--- src/rtl/pupil_pkg.sv ---
// Shared constants and types for the pupil-detection line path.
package pupil_pkg;

  localparam int unsigned MAX_RESOLUTION = 112;
  localparam int unsigned PIXEL_WIDTH    = 8;
  localparam int unsigned LINE_WIDTH     = MAX_RESOLUTION * PIXEL_WIDTH;
  localparam int unsigned COUNT_WIDTH    = $clog2(MAX_RESOLUTION);
  localparam int unsigned ROW_WIDTH      = 8;

  localparam logic [COUNT_WIDTH-1:0] LAST_INDEX = COUNT_WIDTH'(MAX_RESOLUTION - 1);

  typedef enum logic [1:0] {
    CAP_IDLE    = 2'd0,
    CAP_CAPTURE = 2'd1,
    CAP_DRAIN   = 2'd2
  } capture_state_e;

  // Pixel/row counter step that wraps after the last slot of a line or frame.
  function automatic logic [COUNT_WIDTH-1:0] wrap_inc(input logic [COUNT_WIDTH-1:0] value);
    return (value == LAST_INDEX) ? '0 : value + COUNT_WIDTH'(1);
  endfunction

endpackage

--- src/rtl/pixel_packer.sv ---
// Packs accepted pixels into the working line buffer and flags the last pixel.
// Slot MAX_RESOLUTION-1 is never stored: the completed word merges the live
// pixel so the line can be handed over in the same cycle it completes.
module pixel_packer
  import pupil_pkg::*;
(
  input  logic                   clock,
  input  logic                   reset,
  input  logic                   clear,
  input  logic                   enable,
  input  logic [PIXEL_WIDTH-1:0] pixel,
  output logic                   line_complete,
  output logic [LINE_WIDTH-1:0]  line_word_c
);

  localparam int unsigned BUFFER_WIDTH = LINE_WIDTH - PIXEL_WIDTH;

  logic [COUNT_WIDTH-1:0]  pix_cnt;
  logic [BUFFER_WIDTH-1:0] buffer;

  // Slot pointer: restarts on frame start, wraps at end of line.
  always_ff @(posedge clock) begin
    if (reset || clear) begin
      pix_cnt <= '0;
    end else if (enable) begin
      pix_cnt <= wrap_inc(pix_cnt);
    end
  end

  // Working buffer for slots 0..MAX_RESOLUTION-2.
  always_ff @(posedge clock) begin
    if (reset) begin
      buffer <= '0;
    end else if (enable && (pix_cnt != LAST_INDEX)) begin
      buffer[32'(pix_cnt) * PIXEL_WIDTH +: PIXEL_WIDTH] <= pixel;
    end
  end

  assign line_complete = enable && (pix_cnt == LAST_INDEX);
  assign line_word_c   = {pixel, buffer};

endmodule

--- src/rtl/line_capture.sv ---
// Camera line capture: frames the pixel stream into lines and hands each line
// to the pupil detector over a valid/ack handshake. Slow consumers cause
// dropped lines (flagged by overrun), never camera stalls.
module line_capture
  import pupil_pkg::*;
(
  input  logic                   clock,
  input  logic                   reset,
  input  logic                   cam_frame_start,
  input  logic                   cam_pixel_valid,
  input  logic [PIXEL_WIDTH-1:0] cam_pixel,
  input  logic                   line_ack,
  output logic [LINE_WIDTH-1:0]  line_data,
  output logic                   line_valid,
  output logic [ROW_WIDTH-1:0]   line_number,
  output logic                   frame_capture_start,
  output logic                   frame_done,
  output logic                   overrun
);

  capture_state_e          state;
  capture_state_e          next_state;
  logic [COUNT_WIDTH-1:0]  row_cnt;
  logic                    pixel_en;
  logic                    line_complete;
  logic [LINE_WIDTH-1:0]   line_word_c;
  logic                    last_row;
  logic                    load_line;
  logic                    drop_line;
  logic                    release_line;
  logic                    finish_frame;

  // A frame start in the same cycle discards the pixel.
  assign pixel_en = (state == CAP_CAPTURE) && cam_pixel_valid && !cam_frame_start;
  assign last_row = (row_cnt == LAST_INDEX);

  pixel_packer u_pixel_packer (
    .clock         (clock),
    .reset         (reset),
    .clear         (cam_frame_start),
    .enable        (pixel_en),
    .pixel         (cam_pixel),
    .line_complete (line_complete),
    .line_word_c   (line_word_c)
  );

  // Capture state register.
  always_ff @(posedge clock) begin
    if (reset) begin
      state <= CAP_IDLE;
    end else begin
      state <= next_state;
    end
  end

  // Next state: frame start restarts capture from any state.
  always_comb begin
    next_state = state;
    if (cam_frame_start) begin
      next_state = CAP_CAPTURE;
    end else begin
      case (state)
        CAP_IDLE:    next_state = CAP_IDLE;
        CAP_CAPTURE: if (line_complete && last_row) next_state = CAP_DRAIN;
        CAP_DRAIN:   if (!line_valid || line_ack) next_state = CAP_IDLE;
        default:     next_state = CAP_IDLE;
      endcase
    end
  end

  // Handshake decisions for this cycle; all suppressed by a frame start.
  always_comb begin
    load_line    = 1'b0;
    drop_line    = 1'b0;
    release_line = 1'b0;
    finish_frame = 1'b0;
    if (!cam_frame_start) begin
      load_line    = line_complete && (!line_valid || line_ack);
      drop_line    = line_complete && line_valid && !line_ack;
      release_line = line_valid && line_ack;
      finish_frame = (state == CAP_DRAIN) && (!line_valid || line_ack);
    end
  end

  // Row counter, output line register and status pulses.
  always_ff @(posedge clock) begin
    if (reset) begin
      row_cnt             <= '0;
      line_data           <= '0;
      line_valid          <= 1'b0;
      line_number         <= '0;
      frame_capture_start <= 1'b0;
      frame_done          <= 1'b0;
      overrun             <= 1'b0;
    end else begin
      frame_capture_start <= cam_frame_start;
      frame_done          <= finish_frame;
      if (cam_frame_start) begin
        row_cnt    <= '0;
        line_valid <= 1'b0;
        overrun    <= 1'b0;
      end else begin
        if (line_complete) begin
          row_cnt <= wrap_inc(row_cnt);
        end
        if (load_line) begin
          line_data   <= line_word_c;
          line_number <= ROW_WIDTH'(row_cnt);
          line_valid  <= 1'b1;
        end else if (release_line) begin
          line_valid <= 1'b0;
        end
        if (drop_line) begin
          overrun <= 1'b1;
        end
      end
    end
  end

endmodule

--- config.mk ---
export PLATFORM = sky130hd
export DESIGN_NAME = line_capture
export DESIGN_NICKNAME = d
export VERILOG_FILES = /design/src/rtl/pupil_pkg.sv /design/src/rtl/pixel_packer.sv /design/src/rtl/line_capture.sv
export SDC_FILE = /design/constraint.sdc
export NUM_CORES = 2
export LEC_CHECK = 0
export CAP_MARGIN = 40
export CORE_UTILIZATION = 43
export DETAILED_ROUTE_END_ITERATION = 10
export GPL_TIMING_DRIVEN = 1
export SLEW_MARGIN = 20
export SYNTH_ARGS = -nofsm -noshare
export SYNTH_HDL_FRONTEND = slang
export SYNTH_HIERARCHICAL = 1
export SYNTH_SLANG_ARGS = --single-unit
--- constraint.sdc ---
create_clock -name clock -period 4.3 [get_ports clock]
set_input_delay 1.29 -clock clock [delete_from_list [all_inputs] [get_ports clock]]
set_output_delay 1.29 -clock clock [all_outputs]
set_load 0.005 [all_outputs]
==> summary.md <==
| Metric | Value |
|---|---|
| CTS Buf Count | `190` |
| Slew of the pin with the lowest slew margin | `1150 ps` |
| Filler cell count | `14600` |
| Die area | `164000 um^2` |
| Cells along the critical path | `buf_4 > nor3_2 > nand3_1 > a211oi_1 > buf_4 > nand2_1 > o31ai_1` |
| DR iter-0 viols | `7380` |
| Tcrit/Tclk final | `88.9%` |
| Hold buffer count at CTS | `0` |
| First-pass GRT wire length | `441000 um` |
| FF+latch count, synth | `1811` |
| Relative slew slack | `23.1%` |
| Hold Path Depth | `2` |
| Async SR Flop Fraction | `0%` |
| ANT nets after route | `0` |
| Mux cell area share after synthesis | `11.9%` |
| Hold Path End | `line_data[875]` |
| # DRC | `0` |
| Initial core utilization | `43.4%` |
| Final Hold Fails | `0` |
| NetSw | `7.59 mW` |
| Post-Route WL | `315000 um` |
| Antenna violations before repair | `14` |
| Critical Path End Type | `flip-flop` |
| Post_cts resized | `0` |
| FF-to-FF path depth | `7` |
| Main combinational cell family by area after synthesis | `simple AND/OR/NAND/NOR gates` |
| Row cnt | `147` |
| CTS clock-pin slew for the worst setup and hold paths | `60 ps` |
| Setup Skew | `31.0 ps` |
| Crit Reg-Reg Endpoint | `u_pixel_packer/buffer[167]` |
| Synth Flop Type | `dfxtp_1` |
| Hold_sp | `u_pixel_packer/buffer[875]` |
| I/O pin total | `921` |
| Mapped Cells | `7801` |
| Clock power share | `49.2%` |
| Compound-Gate Fraction of Synth Area | `14.7%` |
| Core area | `161000 um^2` |
| Cell Count Post-Placement | `10600` |
| Non-Filler Instances | `10900` |
| Die extent in x | `405 um` |
| H-tree levels | `4` |
| Vias | `64800` |
| Kind of critical path | `flip-flop to flip-flop` |
| Post-Syn Area | `69700 um^2` |
| Worst min path class | `flip-flop to flip-flop` |
| Flop pwr share | `49.1%` |
| CP arrival | `4540 ps` |
| Max Clk Rate | `261 MHz` |
| Max-Cap Viols | `0` |
| Most frequent cells in the layout | `1811 x dfxtp_1, 1069 x nand3_1, 913 x a21oi_1` |
| Status | `finished, final reports clean` |
| GR Overflow Total | `0` |
| Chip height | `405 um` |
| Sw Share | `22.2%` |
| Largest net degree at the start of global routing | `233` |
| Worst vdd ir | `0.386 mV` |
| Comb pwr share | `1.7%` |
| Synthesis-to-finish area growth | `28.7%` |
| Shortest period the worst path allows | `3820 ps` |
| Critical R2R Launch | `u_pixel_packer/pix_cnt[2]` |
| Worst Setup Slack, final | `475 ps` |
| Fin nets | `8635` |
| Worst Path Max Fanout | `15` |
| Synth Area in XOR/XNOR | `0.176%` |
| CP max-delay cell | `a211oi_1` |
| Syn_nets | `7818` |
| Share of cells above drive strength 1 | `11.1%` |
| TritonCTS clock tree | `built` |
| Drt first pass iters | `9` |
| Crit path launch type | `flip-flop` |
| WL/cell | `28.8 um` |
| Clk sinks | `1811` |
| Post-synthesis adder-cell area fraction | `0.0718%` |
| Post CTS Setup Buffer Count | `0` |
| PortBufs | `919` |
| Setup Viol. Count Final | `0` |
| Reg-to-reg slack, setup | `480 ps` |
| GRT Resource Usage Total | `36.9%` |
| Post-synth EDFFs | `0` |
| Pint | `26.6 mW` |
| Via density | `5.92` |
| Critical Path Max Stage Delay | `890 ps` |
| DP HPWL | `223000 um` |
| Avg Cell Area, Syn | `8.94 um^2` |
| Sequential-to-total area share from yosys stat | `52.0%` |
| PwrDens | `381 nW/um^2` |
| Pleak | `33.7 nW` |
| Util after Layout | `55.8%` |
| Max-slew violation count | `0` |
| RSZ-0062 raised after global routing | `no` |
| Synth warn | `6` |
| Simple-gate share of the synthesized area | `16.4%` |
| Most frequent CP cell | `buf_4` |
| Vias in the first global route | `60500` |
| Longest Clk Path Bufs | `3` |
| Most common cell after layout, fill and taps aside | `dfxtp_1` |
| Yosys cell types | `70` |
| CP required | `5010 ps` |
| Pre-CTS setup slack | `-13.2 ps` |
| Final GP Congestion | `1.02` |
| Worst-Skew Late Latency | `830 ps` |
| Root Buffer | `clkbuf_16` |
## sequential cells by signal, indices dropped and copies added (netlist names)
name                    cells
line_data                 896
u_pixel_packer/buffer     888
line_number                 7
row_cnt                     7
u_pixel_packer/pix_cnt      7
state                       2
frame_capture_start         1
frame_done                  1
line_valid                  1
overrun                     1
## Yosys cell counts, types with 12 or more instances
cell type  count  area (um^2)
dfxtp_1     1811        36300
nand3_1     1077         5390
a21oi_1      918         4590
nand2_1      898         3370
o21ai_0      809         4050
mux2i_1      757         7580
clkbuf_1     499         1870
buf_2        173          866
o21ai_1      132          661
nor2_1        74          278
nand4_1       72          450
nor2b_1       67          419
mux2_2        60          676
or3_1         59          369
a31o_2        38          333
and3_1        37          231
nor4_1        36          225
clkbuf_2      32          160
nor3_1        32          160
o211ai_1      31          233
buf_1         27          101
buf_4         25          188
inv_1         12         45.0
## worst max-delay path by stage
stage	slack [ps]	end	cells past startpoint	startpoint
2_1_floorplan	460	u_pixel_packer/buffer[722]	16	u_pixel_packer/pix_cnt[0]
4_1_cts	610	u_pixel_packer/buffer[700]	8	u_pixel_packer/pix_cnt[2]
5_1_grt	440	u_pixel_packer/buffer[167]	7	u_pixel_packer/pix_cnt[2]
6_report	480	u_pixel_packer/buffer[167]	7	u_pixel_packer/pix_cnt[2]
3_3_place_gp	-20	u_pixel_packer/buffer[151]	9	cam_frame_start
3_5_place_dp	-10	line_data[649]	10	cam_frame_start
## metrics by stage
stage / power, mW / cell area, um^2 / hold slack (ps) / setup TNS, ps
floorplan: 17.5 / 69700 / 415 / 0
global placement: 17.7 / 83200 / 443 / -69.9
detailed placement: 17.7 / 83300 / 447 / -25.4
CTS: 34.3 / 89700 / 446 / 0
global route: 35.0 / 89700 / 463 / 0
finish: 34.2 / 89700 / 453 / 0
## area by class of cell
cell class | count | area (um^2) | share of cell area, %
clock buffer | 293 | 5770 | 6.43
multi-input combinational | 5215 | 30500 | 34.0
antenna | 14 | 35.0 | 0.0390
timing repair buffer | 1388 | 13800 | 15.4
tap | 2160 | 2700 | 3.01
clock inverter | 56 | 612 | 0.682
sequential | 1811 | 36300 | 40.4
inverter | 12 | 52.6 | 0.0586
## layer usage
metal | part of all wire (%) | GRT usage (%)
met3 | 9.1 | 9.66
met5 | 0.017 | 0
met1 | 41 | 47.4
met4 | 6.0 | 19.3
met2 | 44 | 56.8
## critical path, delay by kind of cell, from the launching register on
family | cells | cell delay [ps]
and+or+nand+nor | 3 | 1490
AOI/OAI and AO/OA | 2 | 1200
buffers and inverters | 2 | 520
DFF | 1 | 510
## power groups by stage
stage | registers (mW) | logic, mW | clock network [mW]
4_1_cts | 16.8 | 0.565 | 16.9
5_1_grt | 16.8 | 0.597 | 17.6
2_1_floorplan | 17.2 | 0.324 | 0
3_3_place_gp | 17.2 | 0.562 | 0
6_report | 16.8 | 0.586 | 16.8
3_5_place_dp | 17.2 | 0.564 | 0
## logic make-up after synthesis
logic type               after synthesis
XOR/XNOR                              14
buffers and inverters                775
adder cells (fa/ha/maj)                4
other                                  1
multiplexers                         818
AO/OA/AOI/OAI                       1971
flip-flops                          1811
AND/OR/NAND/NOR                     2407
Note: power is estimated with default switching activity, not from simulation.
